--- src/rtl/instr_fetch_unit.sv ---
// Instruction fetch datapath: program counter, two-byte instruction register
// assembly driven by the controller strobes, and the memory address mux.
module instr_fetch_unit #(
  parameter int unsigned DW       = 8,
  parameter int unsigned AW       = 13,  // must equal 2*DW-3 (3 opcode bits on top)
  parameter int unsigned PC_RESET = 0
) (
  input  logic          clk1,
  input  logic          rst,
  input  logic [DW-1:0] data,
  input  logic          rd,
  input  logic          load_ir,
  input  logic          inc_pc,
  input  logic          load_pc,
  input  logic          halt,
  input  logic          fetch,
  output logic [2:0]    opcode,
  output logic [AW-1:0] ir_addr,
  output logic [AW-1:0] pc_addr,
  output logic [AW-1:0] addr,
  output logic          ir_valid,
  output logic          halted,
  output logic          seq_err
);

  // Byte pointer: which IR byte the next capture writes
  typedef enum logic [1:0] {S_HI, S_LO, S_DONE} ptr_e;

  ptr_e              state_q, state_d;
  logic [2*DW-1:0]   ir_q, ir_d;
  logic [AW-1:0]     pc_q, pc_d;
  logic              ir_valid_q, ir_valid_d;
  logic              halted_q, halted_d;
  logic              seq_err_q, seq_err_d;

  logic              cap;
  logic              ld_hi, ld_lo, err_set;

  // A capture needs both strobes; once halted nothing is captured
  assign cap = load_ir & rd & ~halted_q;

  // Byte-pointer state register
  always_ff @(posedge clk1 or posedge rst) begin
    if (rst) state_q <= S_HI;
    else     state_q <= state_d;
  end

  // Byte-pointer next state; load_ir without rd parks the pointer in place
  always_comb begin
    state_d = state_q;
    if (halted_q || !load_ir) begin
      state_d = S_HI;
    end else if (cap) begin
      case (state_q)
        S_HI:    state_d = S_LO;
        S_LO:    state_d = S_DONE;
        default: state_d = S_DONE;
      endcase
    end
  end

  // Byte-pointer outputs: which byte loads, and protocol violations
  // (third consecutive capture, or the pair broken after the high byte;
  // the forced return to HI while halted is not a violation)
  always_comb begin
    ld_hi   = cap && (state_q == S_HI);
    ld_lo   = cap && (state_q == S_LO);
    err_set = (cap && (state_q == S_DONE)) ||
              (!halted_q && !load_ir && (state_q == S_LO));
  end

  // Datapath next state: IR bytes, valid flag, PC priority, sticky flags
  always_comb begin
    ir_d       = ir_q;
    ir_valid_d = ir_valid_q;
    if (ld_hi) begin
      ir_d[2*DW-1:DW] = data;
      ir_valid_d      = 1'b0;
    end
    if (ld_lo) begin
      ir_d[DW-1:0] = data;
      ir_valid_d   = 1'b1;
    end

    pc_d = pc_q;
    if (!halted_q) begin
      if (load_pc)     pc_d = ir_q[AW-1:0];  // JMP raises both; jump wins
      else if (inc_pc) pc_d = pc_q + 1'b1;   // wraps modulo 2^AW
    end

    halted_d  = halted_q | halt;
    seq_err_d = seq_err_q | err_set;
  end

  // Datapath registers
  always_ff @(posedge clk1 or posedge rst) begin
    if (rst) begin
      ir_q       <= '0;
      pc_q       <= AW'(PC_RESET);
      ir_valid_q <= 1'b0;
      halted_q   <= 1'b0;
      seq_err_q  <= 1'b0;
    end else begin
      ir_q       <= ir_d;
      pc_q       <= pc_d;
      ir_valid_q <= ir_valid_d;
      halted_q   <= halted_d;
      seq_err_q  <= seq_err_d;
    end
  end

  assign opcode   = ir_q[2*DW-1 -: 3];
  assign ir_addr  = ir_q[AW-1:0];
  assign pc_addr  = pc_q;
  assign addr     = fetch ? pc_q : ir_q[AW-1:0];
  assign ir_valid = ir_valid_q;
  assign halted   = halted_q;
  assign seq_err  = seq_err_q;

endmodule

--- config.mk ---
export PLATFORM = sky130hd
export DESIGN_NAME = instr_fetch_unit
export DESIGN_NICKNAME = d
export VERILOG_FILES = /design/src/rtl/instr_fetch_unit.sv
export SDC_FILE = /design/constraint.sdc
export NUM_CORES = 1
export LEC_CHECK = 0
export CAP_MARGIN = 20
export CORE_MARGIN = 2
export CORE_UTILIZATION = 45
export CTS_CLUSTER_DIAMETER = 150
export CTS_CLUSTER_SIZE = 40
export DETAILED_ROUTE_END_ITERATION = 16
export PLACE_DENSITY = 0.79
export SLEW_MARGIN = 20
export SYNTH_ARGS = -nofsm -noshare
export SYNTH_HDL_FRONTEND = slang
export SYNTH_SLANG_ARGS = --single-unit
--- constraint.sdc ---
create_clock -name clk1 -period 3.1 [get_ports clk1]
set_input_delay 0.31 -clock clk1 [delete_from_list [all_inputs] [get_ports clk1]]
set_output_delay 0.31 -clock clk1 [all_outputs]
set_load 0.005 [all_outputs]
# Word-level counts from Yosys, hierarchy flattened
# Cells that the tools add are included.
[classes]
n_reduce_logical = 14
eq_ne = 2
mux = 8
n_addsub = 1
bitwise = 5
[ops]
columns = ["op", "n"]
rows = [
  ["$mux W13", 3],
  ["$add A13 B1 Y13 const B", 1],
  ["$mux W2", 3],
  ["$reduce_bool A2 Y1", 3],
  ["$logic_and A1 B1 Y1", 5],
  ["$and A1 B1 Y1", 2],
  ["$eq A2 B1 Y1 const B", 1],
  ["$eq A2 B2 Y1 const B", 1],
  ["$logic_not A1 Y1", 2],
  ["$logic_not A2 Y1", 1],
  ["$logic_or A1 B1 Y1", 2],
  ["$mux W1", 2],
  ["$or A1 B1 Y1", 2],
  ["$reduce_and A2 Y1", 1],
  ["$not A1 Y1", 1],
]
[word_totals]
reg_bits = 34
word_cells = 37

# Logic depth before layout (Yosys ltp)
[logic_depth]
ltp_word = 5
ltp_mapped = 6

# Least setup slack after synthesis
# Ideal clock, no wire load.
[synth_path]
path_kind = "register to register"
start = "register pc_q[0], in the netlist pc_addr[0]"
end = "register pc_q[12], in the netlist pc_addr[12]"
period_less_slack_ns = 1.539
stages_incl_launch_ff = 6
setup_slack_ns = 1.561
required_time_ns = 2.978
t_arrival_ns = 1.417
path_buffers = 0
path_cell_list = "dfrtp_1 ha_1 nand3_4 nor4_1 mux2i_1 nand2_1"
[synth_between]
elab_chain_cells = 3
[synth_lines]
columns = ["item", "line_no", "rtl"]
rows = [
  ["from (decl)", "31", "logic [AW-1:0] pc_q, pc_d;"],
  ["from (signal assigned)", "99", "pc_q <= AW'(PC_RESET);"],
  ["from (signal assigned)", "105", "pc_q <= pc_d;"],
  ["$add A13 B1 Y13", "88", "else if (inc_pc) pc_d = pc_q + 1'b1;"],
  ["$mux W13", "88", ""],
  ["$mux W13", "87", "if (load_pc) pc_d = ir_q[AW-1:0];"],
]
# Every way passes these cells. The select of a mux whose other input is x is not followed.
# A chain may end at the register's enable or synchronous reset.

# Worst setup path after layout
[layout_path]
start = "input fetch"
end = "output addr[7]"
[layout_between]
elab_chain_cells = 1
[layout_lines]
columns = ["item", "line_no", "rtl"]
rows = [
  ["from (decl)", "16", "input logic fetch,"],
  ["$mux W13", "115", "assign addr = fetch ? pc_q : ir_q[AW-1:0];"],
  ["to (decl)", "20", "output logic [AW-1:0] addr,"],
]
# Every way passes these cells.

==> qor.yml <==
max_freq_mhz: 418.7
ir_drop_v: 0.0003272
critPathBufInv: 2
synth_top_area_cell: "dfrtp_1"
yosysMostFrequentCell: "dfrtp_1"
drtIter0Drc: 83
nets: 245
port_buffers: 60
cpLargestDelayFamily: "buffers and inverters"
setup_viol: 0
maxCapViolCount: 0
slew_headroom: 0.5446
synth_top_area_frac: 0.4654
ys.flop_type: "dfrtp_1"
grt_pass1_vias: 1363
vias: 1510
async_flop_share: 1.000
worstPathArrival_ns: 2.08
finalCritPeriodShare: 0.7704
synth_edf_count: 0
fp.dieW_um: 67.74
tightest_slew_ns: 0.6810
p_total_w: 0.001098
cts_hold_buffers: 0
wirelength_um: 4322
min_path_type: "input pin to asynchronous set/reset pin"
synth_area_um2: 1828
worstPathMaxFanout: 14
cts_max_level: 2
clock_latency_ns: 0.30
startpoint_type: "input pin"
clock_path_buffers: 2
grt_max_degree: 35
cts_root_buf: "clkbuf_8"
grt_pass1_wl_um: 6810
vias_per_cell: 5.412
crit_path_top_delay_cell: "clkdlybuf4s50_1"
cts_setup_buffers: 0
drt_first_pass_iters: 4
hpwlAfterDp_um: 3065
rsz0062_at_grt: "false"
pwr-share-clk: 0.370
fin_crit_ns: 2.388
synth_cell_type_count: 38
row_count: 23
ys_seq_elements: 34
ys_warn_count: 0
grt_usage: 0.2073
syn_area_per_cell_um2: 11.15
cts-resized-gates: 0
end_kind: "output port"
fin_worst_skew_ns: 0.01039
initial_core_util: 0.4637
hold_viol: 0
share_comb_of_total_power: 0.168
wl_per_cell_um: 15.49
syn_nets: 181
p_switching_w: 0.0002704
antenna_found_initial: 0
drive_gt1_frac: 0.2009
cp_data_required_time_ns: 2.79
synthTopCellsByCount: "dfrtp_1, mux2_2, o21ai_0"
insertedDiodeCount: 0
status: "complete, no violations"
worstSetupPathType: "input pin to output port"
max_stage_delay_ns: 0.91
powerDensity_nw_per_um2: 424.7
drc: 0
crit_path_frequent_cell: "clkdlybuf4s50_1"
cts_tree: "done"
p_int_w: 0.0008279
clkTransAtPathRegs_ns: 0.08
maxSlewViolCount: 0
ant_nets: 0
core-area_um2: 3943
p_sw_frac: 0.2462
crit_chain: "clkdlybuf4s50_1 > mux2_2 > clkdlybuf4s50_1"
gr-total-overflow: 0
cp.depth: 3
numCtsBuffers: 5
netlist_instances: 164
p_seq_frac: 0.462
io_pins: 61
die_area_um2: 4588
synth-seq-area-share: 0.4654
setup-tns-final_ns: 0
cts.sinks: 34
area_delta_synth_final_pct: 41.48
reg2regPathDepth: 3
die_y_um: 67.74
synth_area_leaders: "dfrtp_1, mux2_2, o21ai_0, a21oi_1, nand4_4"
gp_congestion: 0.7499
p_leak_nw: 1.074
-- area by class of cell --
class                           count  area [um2]
Fill cell                         340        1356
Multi-Input combinational cell    119       920.9
Sequential cell                    34       850.8
Timing Repair Buffer               63       623.1
Clock buffer                        6       72.57
Tap cell                           50       62.56
Clock inverter                      2       37.54
Inverter                            5       18.77
-- path summary, 6_finish.rpt --
kind	from	endpoint	slack, ns
max	fetch	addr[7]	0.71
max reg2reg	halted	ir_q[13]	1.30
max in group asynchronous	rst	pc_addr[3]	2.38
min	rst	ir_valid	0.40
min reg2reg	ir_q[14]	ir_q[14]	0.51
min in group clk1	ir_q[14]	ir_q[14]	0.51
-- power by group through the flow --
stage / logic, W / clock network [W] / registers (W)
2_1_floorplan: 0.0000694 / 0 / 0.000510
3_3_place_gp: 0.000183 / 0 / 0.000514
3_5_place_dp: 0.000185 / 0 / 0.000515
4_1_cts: 0.000186 / 0.000412 / 0.000507
5_1_grt: 0.000202 / 0.000430 / 0.000512
6_report: 0.000184 / 0.000407 / 0.000507
-- registers in the layout, indices dropped and copies added (netlist names) --
name,cells
seq_err,1
halted,1
ir_valid,1
state_q,2
pc_addr,13
ir_q,16
-- per-layer routing --
layer | vias up | track usage | wire length (um)
met1 | 719 | 0.2839 | 1959
li1 | 740 | - | -
met5 | - | 0 | 0
met4 | 0 | 0.08418 | 63
met2 | 44 | 0.3015 | 2029
met3 | 7 | 0.06667 | 270
-- cells by family after synthesis --
family,synth area share
AO/OA/AOI/OAI,0.1253
AND/OR/NAND/NOR,0.1773
flip-flops,0.4654
adder cells (fa/ha/maj),0.006844
buffers and inverters,0.03080
multiplexers,0.1944
-- worst reg2reg max path, delay by kind of cell, from the launching register on --
kind | cells | cell delay, ns
mux | 1 | 0.39
simple gates | 2 | 0.78
flops | 1 | 0.51
-- metrics by stage --
| step | cell area (um2) | setup WS, ns | hold WS, ns | cells | util |
|---|---|---|---|---|---|
| floorplan | 1828 | 1.561 | 0.4193 | 164 | - |
| global placement | 2476 | 0.6885 | 0.4693 | 271 | 0.6281 |
| detailed placement | 2476 | 0.6919 | 0.4843 | 271 | 0.6281 |
| CTS | 2586 | 0.6847 | 0.4217 | 279 | 0.6560 |
| global route | 2586 | 0.6349 | 0.4750 | 279 | 0.6560 |
| finish | 2586 | 0.7117 | 0.4010 | 279 | 0.6560 |
-- placed cells by master (no fill, tap or decap), drive strengths merged, types with 2 or more instances in the layout --
master         synthesis  final
a21oi                 10     10
a22oi                  3      3
buf                    5      3
clkbuf                 1      6
clkdlybuf4s50          0     60
dfrtp                 34     34
inv                    5      5
mux2                  28     28
mux2i                  4      4
nand2                 11     11
nand2b                 2      2
nand3                  6      6
nand4                  2      2
nor2                   9      9
nor2b                  3      3
nor3                   8      8
nor4                   5      5
o21ai                 11     11
o21bai                 2      2
o2bb2ai                2      2
or3                    2      2
Power figures use the tool's default switching activity.
